`src/rtl/product_accumulator.sv`:
```
// product_accumulator: sums COUNT consecutive unsigned products from the
// upstream multiplier and presents each completed sum, along with a sticky
// carry-out flag, through a valid/ready result port.
//
// Handshake semantics (both ports): a transfer happens on a rising edge where
// valid and ready are both high. The producer holds valid and its data stable
// until that transfer. Here prod_ready_o depends only on state (high in ACCUM).
// res_valid_o is high only in OUT, and result_o/overflow_o are registered, so
// they stay stable while the result waits for res_ready_i.
module product_accumulator #(
  parameter int unsigned PROD_W = 8,
  parameter int unsigned ACC_W  = 16,
  parameter int unsigned COUNT  = 4
) (
  input  logic              clk_i,
  input  logic              rst_ni,
  input  logic              clear_i,
  input  logic              prod_valid_i,
  output logic              prod_ready_o,
  input  logic [PROD_W-1:0] product_i,
  output logic              res_valid_o,
  input  logic              res_ready_i,
  output logic [ACC_W-1:0]  result_o,
  output logic              overflow_o,
  output logic              busy_o
);

  localparam int unsigned CNT_W = (COUNT > 1) ? $clog2(COUNT) : 1;

  typedef enum logic {
    ACCUM = 1'b0,
    OUT   = 1'b1
  } state_t;

  state_t             state_q, state_d;
  logic [ACC_W-1:0]   acc_q, acc_d;
  logic [CNT_W-1:0]   cnt_q, cnt_d;
  logic               ovf_q, ovf_d;
  logic [ACC_W-1:0]   res_q, res_d;
  logic               res_ovf_q, res_ovf_d;

  // One extra bit on the sum captures the carry out of the accumulator.
  logic [ACC_W:0]     sum;
  logic               last;

  // Running sum with zero-extended product, and detection of the batch's final product.
  always_comb begin
    sum  = {1'b0, acc_q} + {{(ACC_W + 1 - PROD_W){1'b0}}, product_i};
    last = (cnt_q == CNT_W'(COUNT - 1));
  end

  // Next-state and datapath updates; clear_i takes priority over both handshakes.
  always_comb begin
    state_d   = state_q;
    acc_d     = acc_q;
    cnt_d     = cnt_q;
    ovf_d     = ovf_q;
    res_d     = res_q;
    res_ovf_d = res_ovf_q;
    case (state_q)
      ACCUM: begin
        if (clear_i) begin
          acc_d = '0;
          cnt_d = '0;
          ovf_d = 1'b0;
        end else if (prod_valid_i) begin
          if (last) begin
            res_d     = sum[ACC_W-1:0];
            res_ovf_d = ovf_q | sum[ACC_W];
            acc_d     = '0;
            cnt_d     = '0;
            ovf_d     = ovf_q | sum[ACC_W];
            state_d   = OUT;
          end else begin
            acc_d = sum[ACC_W-1:0];
            ovf_d = ovf_q | sum[ACC_W];
            cnt_d = cnt_q + CNT_W'(1);
          end
        end
      end
      OUT: begin
        // Either a flush or a result handshake ends the batch; no product is taken here.
        if (clear_i || res_ready_i) begin
          ovf_d   = 1'b0;
          state_d = ACCUM;
        end
      end
      default: begin
        state_d = ACCUM;
      end
    endcase
  end

  // State and datapath registers with synchronous active-low reset.
  always_ff @(posedge clk_i) begin
    if (!rst_ni) begin
      state_q   <= ACCUM;
      acc_q     <= '0;
      cnt_q     <= '0;
      ovf_q     <= 1'b0;
      res_q     <= '0;
      res_ovf_q <= 1'b0;
    end else begin
      state_q   <= state_d;
      acc_q     <= acc_d;
      cnt_q     <= cnt_d;
      ovf_q     <= ovf_d;
      res_q     <= res_d;
      res_ovf_q <= res_ovf_d;
    end
  end

  // Port outputs decoded from registered state only.
  always_comb begin
    prod_ready_o = (state_q == ACCUM);
    res_valid_o  = (state_q == OUT);
    result_o     = res_q;
    overflow_o   = res_ovf_q;
    busy_o       = (state_q == OUT) || (cnt_q != '0);
  end

endmodule

```
`config.mk`:
```
export PLATFORM = sky130hd
export DESIGN_NAME = product_accumulator
export DESIGN_NICKNAME = d
export VERILOG_FILES = /design/src/rtl/product_accumulator.sv
export SDC_FILE = /design/constraint.sdc
export NUM_CORES = 1
export LEC_CHECK = 0
export CAP_MARGIN = 5
export CORE_MARGIN = 10
export CORE_UTILIZATION = 65
export CTS_BUF_LIST = sky130_fd_sc_hd__clkbuf_4
export DETAILED_ROUTE_END_ITERATION = 6
export DONT_BUFFER_PORTS = 1
export GPL_ROUTABILITY_DRIVEN = 0
export GPL_TIMING_DRIVEN = 0
export MAX_ROUTING_LAYER = met4
export PLACE_DENSITY = 0.78
export RECOVER_POWER = 25
export SLEW_MARGIN = 30
export SYNTH_ARGS = -nofsm -noshare
export SYNTH_HDL_FRONTEND = slang
export SYNTH_SLANG_ARGS = --single-unit
```
`constraint.sdc`:
```
create_clock -name clk_i -period 5.56 [get_ports clk_i]
set_clock_uncertainty 0.1 [all_clocks]
set_input_delay 1.668 -clock clk_i [delete_from_list [all_inputs] [get_ports clk_i]]
set_output_delay 1.668 -clock clk_i [all_outputs]
set_load 0.02 [all_outputs]
```
== Yosys cells after proc, flatten, opt, wreduce, memory -nomap -nowiden ==
Cells that the tools add are included.

* Word-level logic and storage cells: 36
* Register bits: 37
* Output and inout port bits: 20

* Reductions and logical operators: 7
* $add $sub $neg: 2
* Bitwise operators: 3
* Equality and inequality tests: 3
* Mux-type cells: 15

{| class="wikitable"
|+ Operators by type and width
! kind !! count
|-
| two-way mux 16 bit || 3
|-
| adder 16 x 8 -> 17 bit || 1
|-
| two-way mux 1 bit || 7
|-
| two-way mux 2 bit || 3
|-
| case mux 1 bit (2 select lines) || 2
|-
| AND reduction 2 bit || 2
|-
| AND reduction 4 bit || 1
|-
| nonzero test 2 bit || 2
|-
| inequality test 3 bit, second input constant || 1
|-
| adder 2 x 1 -> 2 bit, second input constant || 1
|-
| == test 2 bit, second input constant || 1
|-
| logical OR 1 bit || 2
|-
| inequality test 2 x 1 -> 1 bit, second input constant || 1
|-
| inverter 1 bit || 2
|-
| bitwise OR 1 bit || 1
|}

== Depth between registers and ports, before layout ==
* Depth after elaboration: 5
* Gate-level depth with buffers: 8
* Mapped depth without buffers: 8

== Least setup slack after synthesis ==
Ideal clock, no wire load.

* Path type: input -> register
* Start: in product_i[0]
* End: reg res_ovf_q (netlist: overflow_o)
* Arrival: 3.320 ns
* Stages: 8
* Buffers on the path: 0
* Setup slack: 2.019 ns
* Setup time: 0.122 ns
* Cell sequence: ha_1 fa_1 a211oi_1 o21ai_2 o2111ai_4 nor2_4 a31oi_2 a21oi_1

* Longest elaborated chain between the ends: 2

{| class="wikitable"
|+ RTL lines
! element !! RTL line !! text
|-
| start: declaration || 20 || <nowiki>input logic [PROD_W-1:0] product_i,</nowiki>
|-
| adder 16 x 8 -> 17 bit || 48 || <nowiki>sum = {1'b0, acc_q} + {{(ACC_W + 1 - PROD_W){1'b0}}, product_i};</nowiki>
|-
| bitwise OR 1 bit || 69 || <nowiki>res_ovf_d = ovf_q | sum[ACC_W];</nowiki>
|-
| end signal: assignment || 109 || <nowiki>res_ovf_q <= res_ovf_d;</nowiki>
|-
| end: declaration || 40 || <nowiki>logic res_ovf_q, res_ovf_d;</nowiki>
|}

No other way between the ends.
A chain may end at the register's enable or synchronous reset.

== Worst setup path after layout ==
Ends and elaborated chain as after synthesis.

==> flow_metrics.py <==
metrics = {
    "global_routing": {
        "grt_use_met3": 0.0578,
        "grt_pass1_wl_um": 7750,
        "antenna_found_initial": 0,
        "grt_usage": 0.185,
        "grt_busiest_layer": "met2",
        "met1_usage": 0.221,
        "use_met2": 0.283,
        "grt_max_degree": 13,
        "overflow": 0,
        "first_global_vias": 1635,
    },
    "critical_path": {
        "crit_type": "in -> reg",
        "reg2reg_depth": 8,
        "worst-path-max-fanout": 7,
        "arrival_ps": 3540,
        "start_kind": "input port",
        "worstPathRequired_ps": 5720,
        "worst_setup_path_end_kind": "flip-flop",
    },
    "logic_synthesis": {
        "yosys_register_bits": 37,
        "ys_async_sr_fraction": 0,
        "synth_area_leader_cell": "dfxtp_1",
        "synthFlopType": "dfxtp_1",
        "synth_area_leaders": "dfxtp_1 37%, a21oi_1 6.6%, ha_1 6.3%, nand2_1 5.5%, xnor2_1 4.0%",
        "ys_types": 51,
        "synth_commonest_cells": "37 x dfxtp_1, 29 x nand2_1, 26 x a21oi_1",
        "synth_edf_count": 0,
        "seq_area_frac_synth": 0.373,
        "netlist_area_sq_um": 1980,
        "synth_top_area_share": 0.373,
        "syn-instance-count": 228,
        "yosysMostFrequentCell": "dfxtp_1",
        "syn_nets": 252,
        "avgSynthCellArea_sq_um": 8.70,
        "yosysWarnings": 0,
    },
    "detailed_routing": {
        "vias": 1706,
        "drt_wl_total_um": 4780,
        "ant_nets": 0,
        "drc_errors": 0,
        "avgViaCountPerCell": 6.39,
        "routedWlPerCell_um": 17.9,
        "first_pass_iters": 5,
        "drt_iter0_drc": 156,
    },
    "timing": {
        "worst_pin_slew_ps": 656,
        "max-slew-margin-rel": 0.558,
        "finalCritPeriodShare": 0.608,
        "drv_slew": 0,
        "clock.fmax_ghz": 0.296,
        "hold_ws_ps": 376,
        "fin_crit_ps": 3380,
        "finalSetupViolCount": 0,
        "hold_violations": 0,
        "setup_tns_ps": 0,
        "grt_setup_unrepaired": "false",
    },
    "finish": {
        "final_util": 0.741,
        "syn_to_final_growth_pct": 5.61,
        "drive_gt1_frac": 0.106,
        "fin_cells": 267,
        "design_area_sq_um": 2100,
        "layout.nets": 259,
        "antenna_cells": 0,
    },
    "clock_tree": {
        "postCtsSetupRepairBufs": 0,
        "cts_buffers": 5,
        "root_buffer": "clkbuf_4",
        "cts_tree": "built",
        "clk_latency_ps": 350,
        "clkTransAtPathRegs_ps": 120,
        "htreeDepth": 2,
        "ctsResizeCount": 0,
        "cts.path.max_buffers": 2,
        "cts_hold_buf": 0,
        "clock_sinks": 37,
    },
    "power_and_ir_drop": {
        "seqPwrFrac": 0.524,
        "leakage_uw": 0.000779,
        "ir_worst_vdd_mv": 0.155,
        "p_int_uw": 384,
        "switching_share": 0.260,
        "clkPwrFrac": 0.364,
        "share_comb_of_total_power": 0.112,
        "power.density_nw_per_um2": 247,
        "switchingPower_uw": 135,
    },
    "die": {
        "io_pins": 33,
        "rows": 19,
        "die_width_um": 75.3,
        "initial_core_util": 0.701,
        "die_y_um": 75.3,
        "dieArea_sq_um": 5660,
        "core_sq_um": 2830,
    },
    "hold_path": {
        "hp-class": "reg -> reg",
        "hold_depth": 2,
    },
    "placement": {
        "placed_area_sq_um": 2020,
        "dpl.cell_count": 259,
        "hpwlAfterDp_um": 3590,
        "port_buffers": 0,
    },
    "flow_run": {
        "maxCapViolations": 0,
    },
    "run_status": {
        "outcome": "finished clean",
    },
}
-- per-layer routing --
metal,up-vias,wire (um)
met2,64,2190
met5,-,0
met4,0,71
met1,806,2040
met3,9,479
li1,827,-
-- power by group through the flow --
stage          Combinational, uW  Clock [uW]  Sequential (uW)
3_3_place_gp                54.7           0              277
2_1_floorplan               45.3           0              277
3_5_place_dp                56.9           0              277
4_1_cts                     57.4         188              272
5_1_grt                     64.1         201              272
6_report                    58.0         189              272
-- cells by family after synthesis --
group | count (synthesis) | synth area share
XOR/XNOR | 13 | 0.0574
buffers and inverters | 18 | 0.0479
adder cells (fa/ha/maj) | 11 | 0.0731
AO/OA/AOI/OAI | 76 | 0.264
AND/OR/NAND/NOR | 73 | 0.185
flip-flops | 37 | 0.373
-- cell type report --
class                      instances  area [sq um]
tap                               31          38.8
multi-input combinational        173          1140
buffer                            11          67.6
clock inverter                     3          41.3
inverter                           7          26.3
clock buffer                       5          37.5
fill                             225           733
sequential                        37           741
-- registers in the layout, summed over array words and instances, names as in the netlist --
| name | cells |
|---|---|
| acc_q | 16 |
| cnt_q | 2 |
| overflow_o | 1 |
| ovf_q | 1 |
| res_valid_o | 1 |
| result_o | 16 |
-- layout by cell type (no fill, tap or decap), types with 2 or more instances in the layout --
master     n
dfxtp_1   37
nand2_1   29
a21oi_1   26
nor2_1    17
o21ai_0   10
ha_1      10
xnor2_1    9
inv_1      7
a22oi_1    7
a31oi_1    6
clkbuf_1   5
o21ai_1    5
clkbuf_4   5
a21o_1     4
xor2_1     4
nand2b_1   3
a211oi_1   3
nand4_1    3
a21oi_2    3
nor3_1     3
buf_6      2
nor2b_1    2
and2_1     2
or4_1      2
nand3_1    2
-- per-stage QoR --
stage	total power (uW)	setup WS [ps]
floorplan	322	2020
global route	537	2110
finish	519	2180
detailed placement	334	1830
CTS	517	2190
global placement	332	1850
-- worst paths after layout --
kind	startpoint	to	slack [ps]
worst max-delay path	product_i[0]	overflow_o$_SDFFE_PN0P_	2180
worst min-delay path	acc_q[7]$_SDFFE_PN0P_	acc_q[7]$_SDFFE_PN0P_	380
worst max register to register	acc_q[0]$_SDFFE_PN0P_	overflow_o$_SDFFE_PN0P_	3150
worst min register to register	acc_q[7]$_SDFFE_PN0P_	acc_q[7]$_SDFFE_PN0P_	380
-- worst max-delay path: stages --
cell,delay (ps)
ha_1,210
fa_1,450
a211oi_1,300
o21ai_2,160
o2111ai_4,330
nor2_4,90
a31oi_2,230
a21oi_1,90
Power figures use the tool's default switching activity.
